### src/rtl/alu_result_fifo.sv
// In-order FIFO buffering ALU results and flags for writeback, with sticky
// overflow/carry status for ADD/SUB that holds until software clears it.
module alu_result_fifo #(
  parameter int unsigned WIDTH = 32,
  parameter int unsigned DEPTH = 4
) (
  input  logic                       clk,
  input  logic                       reset,
  input  logic                       in_valid,
  output logic                       in_ready,
  input  logic [3:0]                 in_opcode,
  input  logic [WIDTH-1:0]           in_result,
  input  logic [3:0]                 in_flags,
  output logic                       out_valid,
  input  logic                       out_ready,
  output logic [3:0]                 out_opcode,
  output logic [WIDTH-1:0]           out_result,
  output logic [3:0]                 out_flags,
  output logic [$clog2(DEPTH+1)-1:0] count,
  output logic [1:0]                 sticky_flags,
  input  logic                       sticky_clear
);

  localparam int unsigned PW = $clog2(DEPTH);
  localparam int unsigned CW = $clog2(DEPTH + 1);
  localparam int unsigned EW = WIDTH + 8;

  localparam logic [3:0] OP_ADD = 4'b0110;
  localparam logic [3:0] OP_SUB = 4'b0111;

  logic [EW-1:0] mem [DEPTH];
  logic [EW-1:0] head;
  logic [PW-1:0] wr_ptr;
  logic [PW-1:0] rd_ptr;
  logic [CW-1:0] cnt;
  logic          full;
  logic          push;
  logic          pop;
  logic          arith;
  logic          sticky_ov;
  logic          sticky_cy;

  assign full      = (cnt == CW'(DEPTH));
  assign in_ready  = ~reset & ~full;
  assign out_valid = (cnt != '0);
  assign push      = in_valid & in_ready;
  assign pop       = out_valid & out_ready;
  assign arith     = (in_opcode == OP_ADD) || (in_opcode == OP_SUB);

  // Storage is never reset; a stale head is hidden by the out_valid mask.
  always_ff @(posedge clk) begin
    if (push) begin
      mem[wr_ptr] <= {in_opcode, in_result, in_flags};
    end
  end

  always_ff @(posedge clk) begin
    if (reset) begin
      wr_ptr <= '0;
      rd_ptr <= '0;
      cnt    <= '0;
    end else begin
      if (push) begin
        wr_ptr <= wr_ptr + PW'(1);
      end
      if (pop) begin
        rd_ptr <= rd_ptr + PW'(1);
      end
      case ({push, pop})
        2'b10:   cnt <= cnt + CW'(1);
        2'b01:   cnt <= cnt - CW'(1);
        default: cnt <= cnt;
      endcase
    end
  end

  // A qualifying push in the same cycle as sticky_clear leaves its bit set.
  always_ff @(posedge clk) begin
    if (reset) begin
      sticky_ov <= 1'b0;
      sticky_cy <= 1'b0;
    end else begin
      if (sticky_clear) begin
        sticky_ov <= 1'b0;
        sticky_cy <= 1'b0;
      end
      if (push && arith && in_flags[3]) begin
        sticky_ov <= 1'b1;
      end
      if (push && arith && in_flags[2]) begin
        sticky_cy <= 1'b1;
      end
    end
  end

  assign head         = mem[rd_ptr];
  assign out_opcode   = out_valid ? head[EW-1 -: 4]    : '0;
  assign out_result   = out_valid ? head[WIDTH+3 : 4]  : '0;
  assign out_flags    = out_valid ? head[3:0]          : '0;
  assign count        = cnt;
  assign sticky_flags = {sticky_ov, sticky_cy};

endmodule

### config.mk
export PLATFORM = sky130hd
export DESIGN_NAME = alu_result_fifo
export DESIGN_NICKNAME = d
export VERILOG_FILES = /design/src/rtl/alu_result_fifo.sv
export SDC_FILE = /design/constraint.sdc
export NUM_CORES = 1
export LEC_CHECK = 0
export BUFFER_PORTS_ARGS = -buffer_cell sky130_fd_sc_hd__buf_2
export CELL_PAD_IN_SITES_DETAIL_PLACEMENT = 0
export CELL_PAD_IN_SITES_GLOBAL_PLACEMENT = 1
export CORE_MARGIN = 8
export CORE_UTILIZATION = 49
export DETAILED_ROUTE_END_ITERATION = 16
export PLACE_DENSITY_LB_ADDON = 0.08
export SYNTH_ARGS = -nofsm -noshare
export SYNTH_HDL_FRONTEND = slang
export SYNTH_SLANG_ARGS = --single-unit
### constraint.sdc
create_clock -name clk -period 3 [get_ports clk]
set_clock_uncertainty 0.1 [all_clocks]
set_input_delay 0.6 -clock clk [delete_from_list [all_inputs] [get_ports clk]]
set_output_delay 0.6 -clock clk [all_outputs]
set_load 0.02 [all_outputs]
---- Word level (Yosys, flattened, before mapping) ----
Memory sizes are Yosys's and may differ from the RTL's. A register that Yosys moved wholly into a read port is not among the register bits.
Cells that the tools add are included.
cells by class
  add/subtract/negate cells ............... 4
  multiply operators ...................... 0
  div/mod/pow operators ................... 0
  $lt $le $gt $ge ......................... 0
  equality and inequality tests ........... 5
  shift-type cells ........................ 0
  muxes and demuxes ....................... 11
  bitwise gates (word level) .............. 5
  reduce and logical (&&, ||, !) cells .... 8
operators with widths
  kind                 count
  $mux 32              1
  $eq 4x3->1 const B   2
  $mux 4               2
  $pmux 3 s2           1
  $reduce_bool 2->1    3
  $mux 1               5
  $add 2x1->2 const B  2
  $mux 2               2
  $add 3x1->3 const B  1
  $and 1x1->1          3
  $eq 3x3->1 const B   1
  $logic_and 1x1->1    3
  $reduce_bool 3->1    1
  $sub 3x1->3 const B  1
  $eq 2x1->1 const B   1
  $eq 2x2->1 const B   1
  $not 1->1            2
  $logic_or 1x1->1     1
storage, ports and cells
  register bits ........................... 9
  latch bits .............................. 0
  memory bits (writable) .................. 160
  ROM bits ................................ 0
  input port bits ......................... 45
  word-level logic and storage cells ...... 39
  memories ................................ 1
memory list
  name  words  width  rd ports  clocked after Yosys merged registers in  wr ports  line  RTL
  mem   4      40     1         1                                        1         31    logic [EW-1:0] mem [DEPTH];

---- Depth between registers and ports, before layout ----
  word-level depth ........................ 7
  depth in mapped cells ................... 9

---- Least setup slack after synthesis ----
Ideal clock, no wire load.
  kind .................................... reg-to-reg
  start ................................... reg cnt[0], in the netlist count[0]
  end ..................................... mem mem[1][0] in the netlist's numbering, enable pin
  data arrival time ....................... 2.007 ns
  required time ........................... 2.499 ns
  path slack .............................. 0.492 ns
  cell stages (with the launch flop) ...... 4
  path buffers ............................ 0
  period minus slack after synthesis ...... 2.508 ns
  cells stage by stage .................... dfxtp_1 -> nor3b_2 -> nor3b_4 -> and2_1
between the ends
  cells in the longest elaborated chain, start to end .. 6
ends and longest elaborated chain
  item                          line  RTL
  from (decl)                   35    logic [CW-1:0] cnt;
  from (signal assigned)        70    2'b10: cnt <= cnt + CW'(1);
  from (signal assigned)        71    2'b01: cnt <= cnt - CW'(1);
  from (signal assigned)        72    default: cnt <= cnt;
  $eq 3x3->1                    43    assign full = (cnt == CW'(DEPTH));
  $not 1->1                     44    assign in_ready = ~reset & ~full;
  $and 1x1->1                   44
  $and 1x1->1                   46    assign push = in_valid & in_ready;
  $mux 1                        52    if (push) begin
  $mux 1 (implied by the code)  53    mem[wr_ptr] <= {in_opcode, in_result, in_flags};
  to (decl)                     31
No other way between the ends.

==> results.md <==
* Outcome: completed
* Core ar. at 13200 sq um
* Vias in the first global route at 3510
* Post-CTS Hold Buffers at 0
* Grt total ovfl at 0
* Slack of the worst reg-to-reg path at 0.69 ns
* Mapped Nets at 365
* Final Hold Fails at 0
* Hold path endpoint: mem[2][28]
* Clk sinks at 171
* Clk buf depth at 2
* EDFF count, synth at 160
* Antenna Nets Post-Route at 0
* Share of layout cells above drive strength 1 at 0.425
* First-pass detailed-route iteration total at 5
* CP peak stage delay at 0.52 ns
* Max-cap violations at 0
* Crit path cell chain: buf_12 -> mux4_2 -> nor2b_1 -> buf_2
* Maximum vdd ir drop at 0.375 mV
* Final std cells w/o fill at 611
* CP Launch Type: flip-flop
* FF-to-FF Start: count[2]
* Mapped Cells at 314
* Dpl ws at 0.578 ns
* Sum Neg Setup Slack at 0 ns
* Post-CTS Setup Bufs at 0
* Endpoint class of the critical path: primary output
* Boundary Pins at 92
* Via count at 3166
* Post-Synthesis Cell Area at 6670 sq um
* Die width at 133 um
* Worst EP required at 2.30 ns
* Max Fanout on Critical Path at 17
* Routed wire length at 12000 um
* Cell Pwr Density at 883 nW/um^2
* FFs w/ async S/R, synth at 0
* Final slew viol count at 0
* Area Growth Syn to Fin at 20.3%
* Hold WC Path Type: input pin to flip-flop
* Met1 WL at 5300 um
* Path depth of the worst reg2reg path at 9
* Die area at 17600 sq um
* Fin crit share at 0.908
* Total global-route track usage at 0.146
* First-pass GRT wire length at 19300 um
* Clock latency on the worst-skew pair at 0.41 ns
* DRC violations left at 0
* Yosys warns at 0
* Setup CP Type: flip-flop to primary output
* Mean Syn Cell Area at 21.2 sq um
* Final setup fails at 0
* Worst slew margin at 0.647
* Initial antenna violation count at 0
* Die height at 133 um
* RSZ-0062 raised after global routing: false
* Arrival time worst endpoint at 2.02 ns
* Met2 Wirelength at 5900 um
* Initial Util at 0.503
* Leakage power figure at 2.77 nW
* Final HPWL from detailed placement at 7930 um
* Vias per cell at 5.18
* NumNets Final at 473
* H-tree depth at 4
* # rows at 42
* Met3 WL at 563 um
* Clk root buf: clkbuf_16
* Shortest period the worst path allows at 2.72 ns
* Starting DRC count in detailed routing at 175
* Critical-path top delay cell: dfxtp_4
* Top sig layer: met4
* HP Start: in_result[24]
* RePlAce Congestion at 0.701
* Reg-to-reg endpoint: count[2]
* Final worst setup slack at 0.276 ns
* Diode count at 0
* Clock Pin Slew Worst Setup and Hold Paths at 0.06 ns
* Achievable Freq at 367 MHz
* Yosys cell types at 31
* Post-CTS Resized at 0
* I/O Buffers at 91
* Pin count of the biggest net entering global routing at 26
* WL/cell at 19.6 um
* CTS tree: built
* Hold Crit Depth at 1
* Placed Cells at 579
* Measured slew at the worst slew-check pin at 0.530 ns
* Total CTS buffers at 17
* Synthesized flop and latch total at 171
* Prevailing post-synth register cell: edfxtp_1
* Sequential area share after synthesis at 0.754
## state kept, by name, indices dropped and copies added, names as in the netlist, named ones only
| name | cells |
|---|---|
| sticky_ov | 1 |
| rd_ptr | 2 |
| sticky_cy | 1 |
| mem | 160 |
| wr_ptr | 2 |
| count | 3 |
## cell type report
type / count / area, sq um
Tap cell: 176 / 220
Inverter: 8 / 30.0
Clock inverter: 13 / 175
Fill cell: 1004 / 5230
Timing Repair Buffer: 105 / 648
Clock buffer: 19 / 433
Multi-Input combinational cell: 119 / 1480
Sequential cell: 171 / 5030
## metrics by stage
stage	hold slack [ns]	cell area [sq um]	power (mW)	utilization
4_1_cts	0.276	8020	7.21	0.605
6_report	0.295	8020	7.08	0.605
5_1_grt	0.286	8020	7.42	0.605
3_5_place_dp	0.363	7410	4.98	0.560
3_3_place_gp	0.351	7410	4.94	0.560
2_1_floorplan	0.343	6670	4.36	-
## routing by layer
metal / GRT usage / vias to the layer above
met5: 0 / -
met4: 0.0625 / 0
met3: 0.0379 / 19
met1: 0.182 / 1598
li1: - / 1462
met2: 0.236 / 87
## report_power, final
part	total, mW	internal, mW	switching (mW)
clock	2.22	1.38	0.840
combinational	1.94	0.853	1.09
sequential	2.91	2.78	0.129
## cell usage after synthesis (2+ instances only)
| master | count | area [sq um] |
|---|---|---|
| xor2_1 | 3 | 26.3 |
| clkbuf_1 | 5 | 18.8 |
| nor2_1 | 8 | 30.0 |
| buf_4 | 2 | 15.0 |
| a21oi_1 | 3 | 15.0 |
| o21ai_0 | 2 | 10.0 |
| inv_1 | 6 | 22.5 |
| nor2b_1 | 39 | 244 |
| ha_1 | 5 | 62.6 |
| dfxtp_1 | 11 | 220 |
| mux4_2 | 40 | 901 |
| and2_1 | 4 | 25.0 |
| buf_12 | 3 | 60.1 |
| inv_2 | 2 | 7.51 |
| or3_1 | 2 | 12.5 |
| a32o_1 | 2 | 20.0 |
| buf_2 | 4 | 20.0 |
| edfxtp_1 | 160 | 4800 |
## worst max-delay path: cells and delay by family, from the launching register on
| kind | cells | cell delay, ns |
|---|---|---|
| buf+inv | 2 | 0.41 |
| flops | 1 | 0.52 |
| mux | 1 | 0.51 |
| simple gates | 1 | 0.16 |
## placed cells by master, fill, tap and decap left out, types with 2 or more instances in the layout
cell type / n
buf_4: 7
inv_1: 6
and2_2: 4
edfxtp_1: 160
xor2_1: 3
bufinv_16: 4
buf_12: 7
o21ai_0: 2
nor2_1: 8
buf_2: 91
a32o_1: 2
clkinvlp_4: 5
inv_2: 2
clkbuf_1: 2
ha_1: 5
a21oi_1: 3
clkinv_2: 2
clkinv_1: 2
nor2b_1: 39
or3_1: 2
dfxtp_1: 9
mux4_2: 40
clkbuf_16: 17
## kinds of logic (layout without fill, tap and decap cells)
group | count (synthesis) | after routing | synth area share
adder cells (fa/ha/maj) | 6 | 6 | 0.0124
AO/OA/AOI/OAI | 8 | 8 | 0.00788
AND/OR/NAND/NOR | 60 | 60 | 0.0580
buffers and inverters | 24 | 145 | 0.0255
multiplexers | 42 | 42 | 0.138
flip-flops | 171 | 171 | 0.754
XOR/XNOR | 3 | 3 | 0.00394
## how the worst max path moves through the flow
stage,slack (ns),cells past startpoint,to
4_1_cts,0.20,4,out_flags[0]
2_1_floorplan,0.49,3,mem[1][0]
5_1_grt,0.16,4,out_result[27]
6_report,0.28,4,out_result[27]
3_5_place_dp,0.58,9,count[2]
3_3_place_gp,0.64,4,mem[3][27]
No activity file was read; power rests on OpenSTA's default activity.
